===== config.mk =====
export PLATFORM = sky130hd
export DESIGN_NAME = adc_scan_sequencer
export DESIGN_NICKNAME = d
export VERILOG_FILES = /design/src/rtl/adc_seq_pkg.sv /design/src/rtl/rr_pick.sv /design/src/rtl/adc_scan_sequencer.sv
export SDC_FILE = /design/constraint.sdc
export NUM_CORES = 1
export LEC_CHECK = 0
export ABC_AREA = 1
export ABC_CLOCK_PERIOD_IN_PS = 7510
export BUFFER_PORTS_ARGS = -buffer_cell sky130_fd_sc_hd__buf_4
export CAP_MARGIN = 20
export CORE_UTILIZATION = 45
export DETAILED_ROUTE_END_ITERATION = 8
export GPL_TIMING_DRIVEN = 0
export MAX_ROUTING_LAYER = met4
export SYNTH_ARGS = -nofsm -noshare
export SYNTH_HDL_FRONTEND = slang
export SYNTH_SLANG_ARGS = --single-unit

===== constraint.sdc =====
create_clock -name clk -period 7.51 [get_ports clk]
set_clock_uncertainty 0.05 [all_clocks]
set_input_delay 1.502 -clock clk [delete_from_list [all_inputs] [get_ports clk]]
set_output_delay 1.502 -clock clk [all_outputs]
set_load 0.02 [all_outputs]

===== src/rtl/adc_seq_pkg.sv =====
// adc_seq_pkg: shared state encoding and width helpers for the ADC scan sequencer
package adc_seq_pkg;
  typedef enum logic [1:0] {S_IDLE, S_SETTLE, S_CONVERT, S_STORE} state_t;
  function automatic int ch_w(input int n);
    return (n > 1) ? $clog2(n) : 1;
  endfunction
  function automatic int acc_w(input int avg_log2);
    return 8 + avg_log2;
  endfunction
endpackage


===== src/rtl/rr_pick.sv =====
// rr_pick: lowest enabled channel strictly above last, else wrap to the lowest enabled channel
module rr_pick
  import adc_seq_pkg::*;
#(
  parameter int NUM_CH = 4,
  parameter int CH_W = ch_w(NUM_CH)
) (
  input  logic [NUM_CH-1:0] mask,
  input  logic [CH_W-1:0]   last,
  output logic [CH_W-1:0]   next,
  output logic              wrap
);
  logic [CH_W-1:0] lo, hi;
  logic hi_found;
  always_comb begin
    lo = '0;
    hi = '0;
    hi_found = 1'b0;
    for (int i = NUM_CH - 1; i >= 0; i--) begin
      if (mask[i]) lo = CH_W'(i);
      if (mask[i] && i > int'(last)) begin
        hi = CH_W'(i);
        hi_found = 1'b1;
      end
    end
    wrap = !hi_found;
    next = hi_found ? hi : lo;
  end
endmodule


===== src/rtl/adc_scan_sequencer.sv =====
// adc_scan_sequencer: round-robin SAR ADC channel scanner with burst averaging and a result bank
module adc_scan_sequencer
  import adc_seq_pkg::*;
#(
  parameter int NUM_CH = 4,
  parameter int SETTLE_CYCLES = 1000,
  parameter int AVG_LOG2 = 2,
  parameter int TIMEOUT_CYCLES = 200000,
  localparam int CH_W = ch_w(NUM_CH)
) (
  input  logic              clk,
  input  logic              reset,
  input  logic              enable,
  input  logic [NUM_CH-1:0] chan_mask,
  input  logic              err_clr,
  output logic              sar_go,
  input  logic              sar_valid,
  input  logic [7:0]        sar_result,
  output logic [CH_W-1:0]   mux_sel,
  output logic              res_valid,
  output logic [CH_W-1:0]   res_chan,
  output logic [7:0]        res_data,
  output logic              scan_done,
  input  logic [CH_W-1:0]   rd_addr,
  output logic [7:0]        rd_data,
  output logic              busy,
  output logic              timeout_err
);
  localparam int ACC_W = acc_w(AVG_LOG2);
  localparam int N_W = AVG_LOG2 + 1;
  localparam int CNT_MAX = (SETTLE_CYCLES > TIMEOUT_CYCLES) ? SETTLE_CYCLES : TIMEOUT_CYCLES;
  localparam int CNT_W = $clog2(CNT_MAX + 1);
  localparam logic [N_W-1:0] N_LAST = N_W'((1 << AVG_LOG2) - 1);
  localparam logic [CNT_W-1:0] SETTLE_END = CNT_W'(SETTLE_CYCLES - 1);
  localparam logic [CNT_W-1:0] WDOG_END = CNT_W'(TIMEOUT_CYCLES - 1);

  state_t state_q, state_d;
  logic [CH_W-1:0] mux_q, mux_d, last_q, last_d, pick;
  logic [CNT_W-1:0] cnt_q, cnt_d;
  logic [N_W-1:0] n_q, n_d;
  logic [ACC_W-1:0] acc_q, acc_d;
  logic [7:0] bank_q [NUM_CH];
  logic [7:0] bank_d [NUM_CH];
  logic [7:0] rd_q, rd_d, avg;
  logic err_q, err_d, timeout, store, wrap;

  rr_pick #(.NUM_CH(NUM_CH), .CH_W(CH_W)) u_pick (
    .mask(chan_mask),
    .last(last_q),
    .next(pick),
    .wrap(wrap)
  );

  assign store = state_q == S_STORE;
  assign avg = acc_q[ACC_W-1:AVG_LOG2];
  assign sar_go = state_q == S_CONVERT;
  assign busy = state_q != S_IDLE;
  assign res_valid = store;
  assign res_chan = store ? last_q : '0;
  assign res_data = store ? avg : '0;
  assign scan_done = store && wrap;
  assign mux_sel = mux_q;
  assign rd_data = rd_q;
  assign timeout_err = err_q;

  always_comb begin
    state_d = state_q;
    mux_d = mux_q;
    last_d = last_q;
    cnt_d = cnt_q;
    n_d = n_q;
    acc_d = acc_q;
    timeout = 1'b0;
    bank_d = bank_q;
    if (store) bank_d[last_q] = avg;
    rd_d = (store && rd_addr == last_q) ? avg : (int'(rd_addr) < NUM_CH ? bank_q[rd_addr] : '0);
    case (state_q)
      S_IDLE: if (enable && |chan_mask) begin
        state_d = S_SETTLE;
        mux_d = pick;
        last_d = pick;
        cnt_d = '0;
      end
      S_SETTLE: if (cnt_q == SETTLE_END) begin
        state_d = S_CONVERT;
        cnt_d = '0;
        n_d = '0;
        acc_d = '0;
      end else cnt_d = cnt_q + CNT_W'(1);
      S_CONVERT: if (sar_valid) begin
        acc_d = acc_q + ACC_W'(sar_result);
        n_d = n_q + N_W'(1);
        cnt_d = '0;
        state_d = (n_q == N_LAST) ? S_STORE : S_CONVERT;
      end else if (cnt_q == WDOG_END) begin
        timeout = 1'b1;
        state_d = S_IDLE;
      end else cnt_d = cnt_q + CNT_W'(1);
      default: state_d = S_IDLE;
    endcase
    // a timeout in the same cycle as err_clr keeps the error set
    err_d = (err_q && !err_clr) || timeout;
  end

  always_ff @(posedge clk or posedge reset)
    if (reset) begin
      state_q <= S_IDLE;
      mux_q <= '0;
      last_q <= CH_W'(NUM_CH - 1);
      cnt_q <= '0;
      n_q <= '0;
      acc_q <= '0;
      bank_q <= '{default: '0};
      rd_q <= '0;
      err_q <= 1'b0;
    end else begin
      state_q <= state_d;
      mux_q <= mux_d;
      last_q <= last_d;
      cnt_q <= cnt_d;
      n_q <= n_d;
      acc_q <= acc_d;
      bank_q <= bank_d;
      rd_q <= rd_d;
      err_q <= err_d;
    end
endmodule


== After elaboration in Yosys (flattened, before gate mapping) ==
Cells that the tools add are included.
W data, S select, Z words.

* Add/subtract/negate cells: 3
* Order comparisons: 6
* Eq/ne operators: 12
* Multiplexer cells: 40
* Bitwise logic cells: 2
* Reductions and logical operators: 20

{| class="wikitable"
|+ Operator list
! cell !! count
|-
| $mux W18 || 4
|-
| $pmux W18 S3 || 1
|-
| $mux W8 || 5
|-
| $bwmux W32 || 1
|-
| $mux W2 || 13
|-
| $mux W10 || 2
|-
| $pmux W10 S2 || 1
|-
| $add A18 B1 Y18 const B || 1
|-
| $eq A18 B10 Y1 const B || 1
|-
| $eq A18 B18 Y1 const B || 1
|-
| $bmux W8 S2 || 1
|-
| $demux W8 S2 || 1
|-
| $add A10 B8 Y10 || 1
|-
| $reduce_and A3 Y1 || 3
|-
| $logic_and A1 B1 Y1 || 8
|-
| $mux W1 || 7
|-
| $ge A3 B3 Y1 const B || 2
|-
| $mux W3 || 2
|-
| $not A2 Y3 || 2
|-
| $pmux W2 S3 || 1
|-
| $pmux W3 S2 || 1
|-
| $eq A2 B2 Y1 const B || 2
|-
| $gt A2 B2 Y1 const A || 2
|-
| $ne A2 B2 Y1 const B || 2
|-
| 16 further kinds || 18
|}

* Register bits: 78
* Input bits: 19
* Output and inout bits: 25
* Word-level logic and storage cells: 95

== Logic depth before layout (Yosys ltp) ==
* Word-level depth: 7
* Gate-level depth with buffers: 12
* Gate-level depth less buffers: 12

== Hierarchy ==
A second synthesis with hierarchy kept.

* Cells, all modules: 624
* Area, all modules: 4,561.9 um^2

{| class="wikitable"
|+ By module, submodules not included
! module !! times used !! cells each !! area an instance (um^2) !! sequential area each (um^2)
|-
| adc_scan_sequencer || 1 || 604 || 4,469.3 || 1,954.4
|-
| rr_pick || 1 || 20 || 92.6 || 0.0
|}

== Worst setup path after synthesis ==
Ideal clock, no wire load.

* Path kind: input port to output port
* Start: input port chan_mask[3]
* End: output port scan_done
* Data arrival time: 2,123 ps
* Data required time: 5,958 ps
* Setup slack: 3,835 ps
* Stages: 3
* Buffers on the path: 0
* Path through: o21ai_0 nand2_1 nor3_1

* Cells in the longest elaborated chain, start to end: 6

{| class="wikitable"
|+ RTL lines
! item !! line !! RTL
|-
| start, declared || adc_scan_sequencer.sv:14 || <nowiki>input logic [NUM_CH-1:0] chan_mask,</nowiki>
|-
| $logic_and A1 B1 Y1 || rr_pick.sv:21 || <nowiki>if (mask[i] && i > int'(last)) begin</nowiki>
|-
| $mux W1 (3 in series) || rr_pick.sv:21 ||
|-
| $logic_not A1 Y1 || rr_pick.sv:26 || <nowiki>wrap = !hi_found;</nowiki>
|-
| $logic_and A1 B1 Y1 || adc_scan_sequencer.sv:61 || <nowiki>assign scan_done = store && wrap;</nowiki>
|-
| end, declared || adc_scan_sequencer.sv:23 || <nowiki>output logic scan_done,</nowiki>
|}

No other way between the ends.

== Worst setup path in the final report ==
Ends and elaborated chain as after synthesis.

==> impl_metrics.tcl <==
set metrics [dict create \
    drv_cap 0 \
    reg2reg_depth 8 \
    place.gp.congestion 0.943 \
    min_period_ns 3.70 \
    setup_viol 0 \
    crit_path_end_kind "primary output" \
    power_density_nw_per_um2 288 \
    crit_required_ns 5.96 \
    final-seq-area_um2 1950 \
    clockBufferDepth 2 \
    swShare 0.413 \
    p_clk_frac 0.217 \
    tightest_slew_ns 0.602 \
    post_synth_instance_area_um2 4610 \
    area_delta_synth_final_pct 15.3 \
    routedWlPerCell_um 13.7 \
    cts_root_buf "clkbuf_8" \
    power_leakage_nw 2.69 \
    grt_pass1_wl_um 18300 \
    yosys_warnings 0 \
    worst_setup_path_start_kind "primary input" \
    synth_top_area_share 0.413 \
    avgViaCountPerCell 5.13 \
    vias 4154 \
    synth_ff_type "dfrtp_1" \
    cts_made_buffers 9 \
    cp_max_fo 3 \
    hpwl_um 8220 \
    fp-row-count 36 \
    grt_max_degree 67 \
    whs_path_depth 2 \
    synthDistinctLibCells 40 \
    ir_drop_mv 0.116 \
    yosysMostFrequentCell "nand2_1" \
    ys_seq_area_frac 0.424 \
    synth.avg_cell_area_um2 7.44 \
    cts_hold_buffers 0 \
    post-synth-top-area-cell "dfrtp_1" \
    insertedDiodeCount 0 \
    synth-seq-cells 78 \
    coreArea_um2 9860 \
    combPwrFrac 0.393 \
    cp_data_arrival_time_ns 2.15 \
    gr-total-overflow 0 \
    syn_inst 619 \
    die_area_um2 10600 \
    synth_fp_nets 654 \
    cts_resized 0 \
    grt.total_usage 0.234 \
    hp-class "reg -> reg" \
    synth_edf_count 0 \
    layout-drive-gt1-share 0.134 \
    postCtsSetupBuffers 0 \
    fin_setup_tns_ns 0 \
    routed_wl_um 11100 \
    p_int_mw 0.898 \
    drtIter0Drc 176 \
    antenna_found_initial 0 \
    die_h_um 103 \
    ys_async_sr_fraction 1.00 \
    status "finished, final reports clean" \
    drt-pass1-iter-count 5 \
    relSlewSlack 0.599 \
    grt_setup_unrepaired "no" \
    n_fill_cell 988 \
    maxSlewViolCount 0 \
    io_buffer_count 41 \
    clock-sinks 78 \
    synth_common_cells "nand2_1 (184), dfrtp_1 (76), inv_1 (67)" \
    p_sw_mw 0.632 \
    synthTopCellsByArea "dfrtp_1 (41%), nand2_1 (15%), o21ai_0 (6.2%)" \
    io_pins 44 \
    clkSlewWorstSetupHoldPaths_ns 0.09 \
    hold_viol_final 0 \
    die_w_um 103 \
    clkLatencyLatePin_ns 0.36 \
    multi_input_area_um2 2280 \
    cts.htree.levels 3 \
    start_util 0.467 \
    max_freq_ghz 0.270 \
    fin_crit_sh 0.493 \
    finalNetCount 707 \
    first_global_vias 3712 \
    crit_type "in -> out" \
    timing.hold.ws_ns 0.442 \
    drc 0 \
    p_seq_frac 0.390 \
    ant_nets 0 \
    tritoncts "done" \
]
-- routing by layer --
| layer | share of wire | wire length, µm | vias up | track usage |
|---|---|---|---|---|
| li1 | - | - | 2108 | - |
| met1 | 0.49 | 5410 | 1943 | 0.328 |
| met2 | 0.45 | 5030 | 92 | 0.354 |
| met3 | 0.043 | 479 | 11 | 0.0249 |
| met4 | 0.014 | 155 | 0 | 0.0780 |
| met5 | 0 | 0 | - | - |
-- cell usage in the layout, fill, tap and decap left out, types with 2 or more instances in the layout --
master / synthesis / layout
a21oi_1: 7 / 7
buf_2: 5 / 5
dfrtp_1: 76 / 76
nand2_1: 184 / 184
ha_1: 15 / 15
nor2_4: 2 / 2
nand3_1: 47 / 47
nor3_1: 4 / 4
nor2_1: 64 / 64
dfstp_2: 2 / 2
inv_4: 1 / 2
inv_6: 0 / 4
o21ai_1: 15 / 15
clkbuf_1: 8 / 8
inv_2: 3 / 3
nand4_1: 13 / 13
xor2_1: 7 / 7
a21boi_0: 2 / 2
o32ai_1: 8 / 8
nand2_4: 2 / 2
o21ai_0: 57 / 57
clkbuf_8: 0 / 9
nor2_2: 3 / 3
inv_1: 67 / 66
xnor2_1: 4 / 4
nand3_2: 4 / 4
a31oi_1: 2 / 2
buf_4: 2 / 43
buf_6: 2 / 2
-- cells by family (layout without fill, tap and decap cells) --
family                     Yosys count  count (layout)  share of synthesized area
and+or+nand+nor                    327             327                      0.309
AOI/OAI and AO/OA                   97              97                      0.121
buffers and inverters               90             148                     0.0801
DFF                                 78              78                      0.424
adders and majority gates           16              16                     0.0451
xor gates and xnor gates            11              11                     0.0209
-- worst max-delay path, stage by stage --
cell	delay, ns
buf_4	0.12
o21ai_0	0.09
nand2_1	0.10
nor3_1	0.17
buf_4	0.17
-- power by group through the flow --
stage | Clock (mW) | Combinational (mW) | Sequential [mW]
after CTS | 0.341 | 0.612 | 0.597
after floorplan | 0 | 0.420 | 0.608
after detailed placement | 0 | 0.608 | 0.606
final | 0.331 | 0.601 | 0.597
after global placement | 0 | 0.598 | 0.601
after global routing | 0.358 | 0.688 | 0.610
-- flip-flops by register name, summed over array words and instances (netlist names) --
signal and flops:
rd_data 8, acc_q 10, n_q 3, last_q 2, cnt_q 18, bank_q 32
state_q 2, mux_sel 2, timeout_err 1
-- through the flow --
stage | setup slack (ns) | power (mW) | std cells | area, µm² | utilization
after global placement | 2.92 | 1.20 | 793 | 5080 | 0.515
after global routing | 3.70 | 1.66 | 810 | 5310 | 0.539
after floorplan | 3.83 | 1.03 | 619 | 4610 | -
after detailed placement | 3.82 | 1.21 | 794 | 5110 | 0.518
after CTS | 3.82 | 1.55 | 810 | 5310 | 0.539
final | 3.81 | 1.53 | 810 | 5310 | 0.539
-- cell type report --
class | instances | share of cell area
Buffer | 18 | 0.0181
Clock buffer | 9 | 0.0233
Clock inverter | 7 | 0.0146
Inverter | 72 | 0.0518
Multi-Input combinational cell | 451 | 0.430
Sequential cell | 78 | 0.368
Tap cell | 133 | 0.0313
Timing Repair Buffer | 42 | 0.0631
-- final timing paths --
check	start	endpoint	slack (ns)
min in group asynchronous	reset	cnt_q[6]	1.00
setup / recovery	chan_mask[3]	scan_done	3.81
max in group asynchronous	reset	last_q[1]	5.80
setup reg to reg	state_q[0]	cnt_q[16]	5.39
hold / removal	acc_q[0]	acc_q[0]	0.44
hold reg to reg	acc_q[0]	acc_q[0]	0.44
No activity file was read; power rests on OpenSTA's default activity.
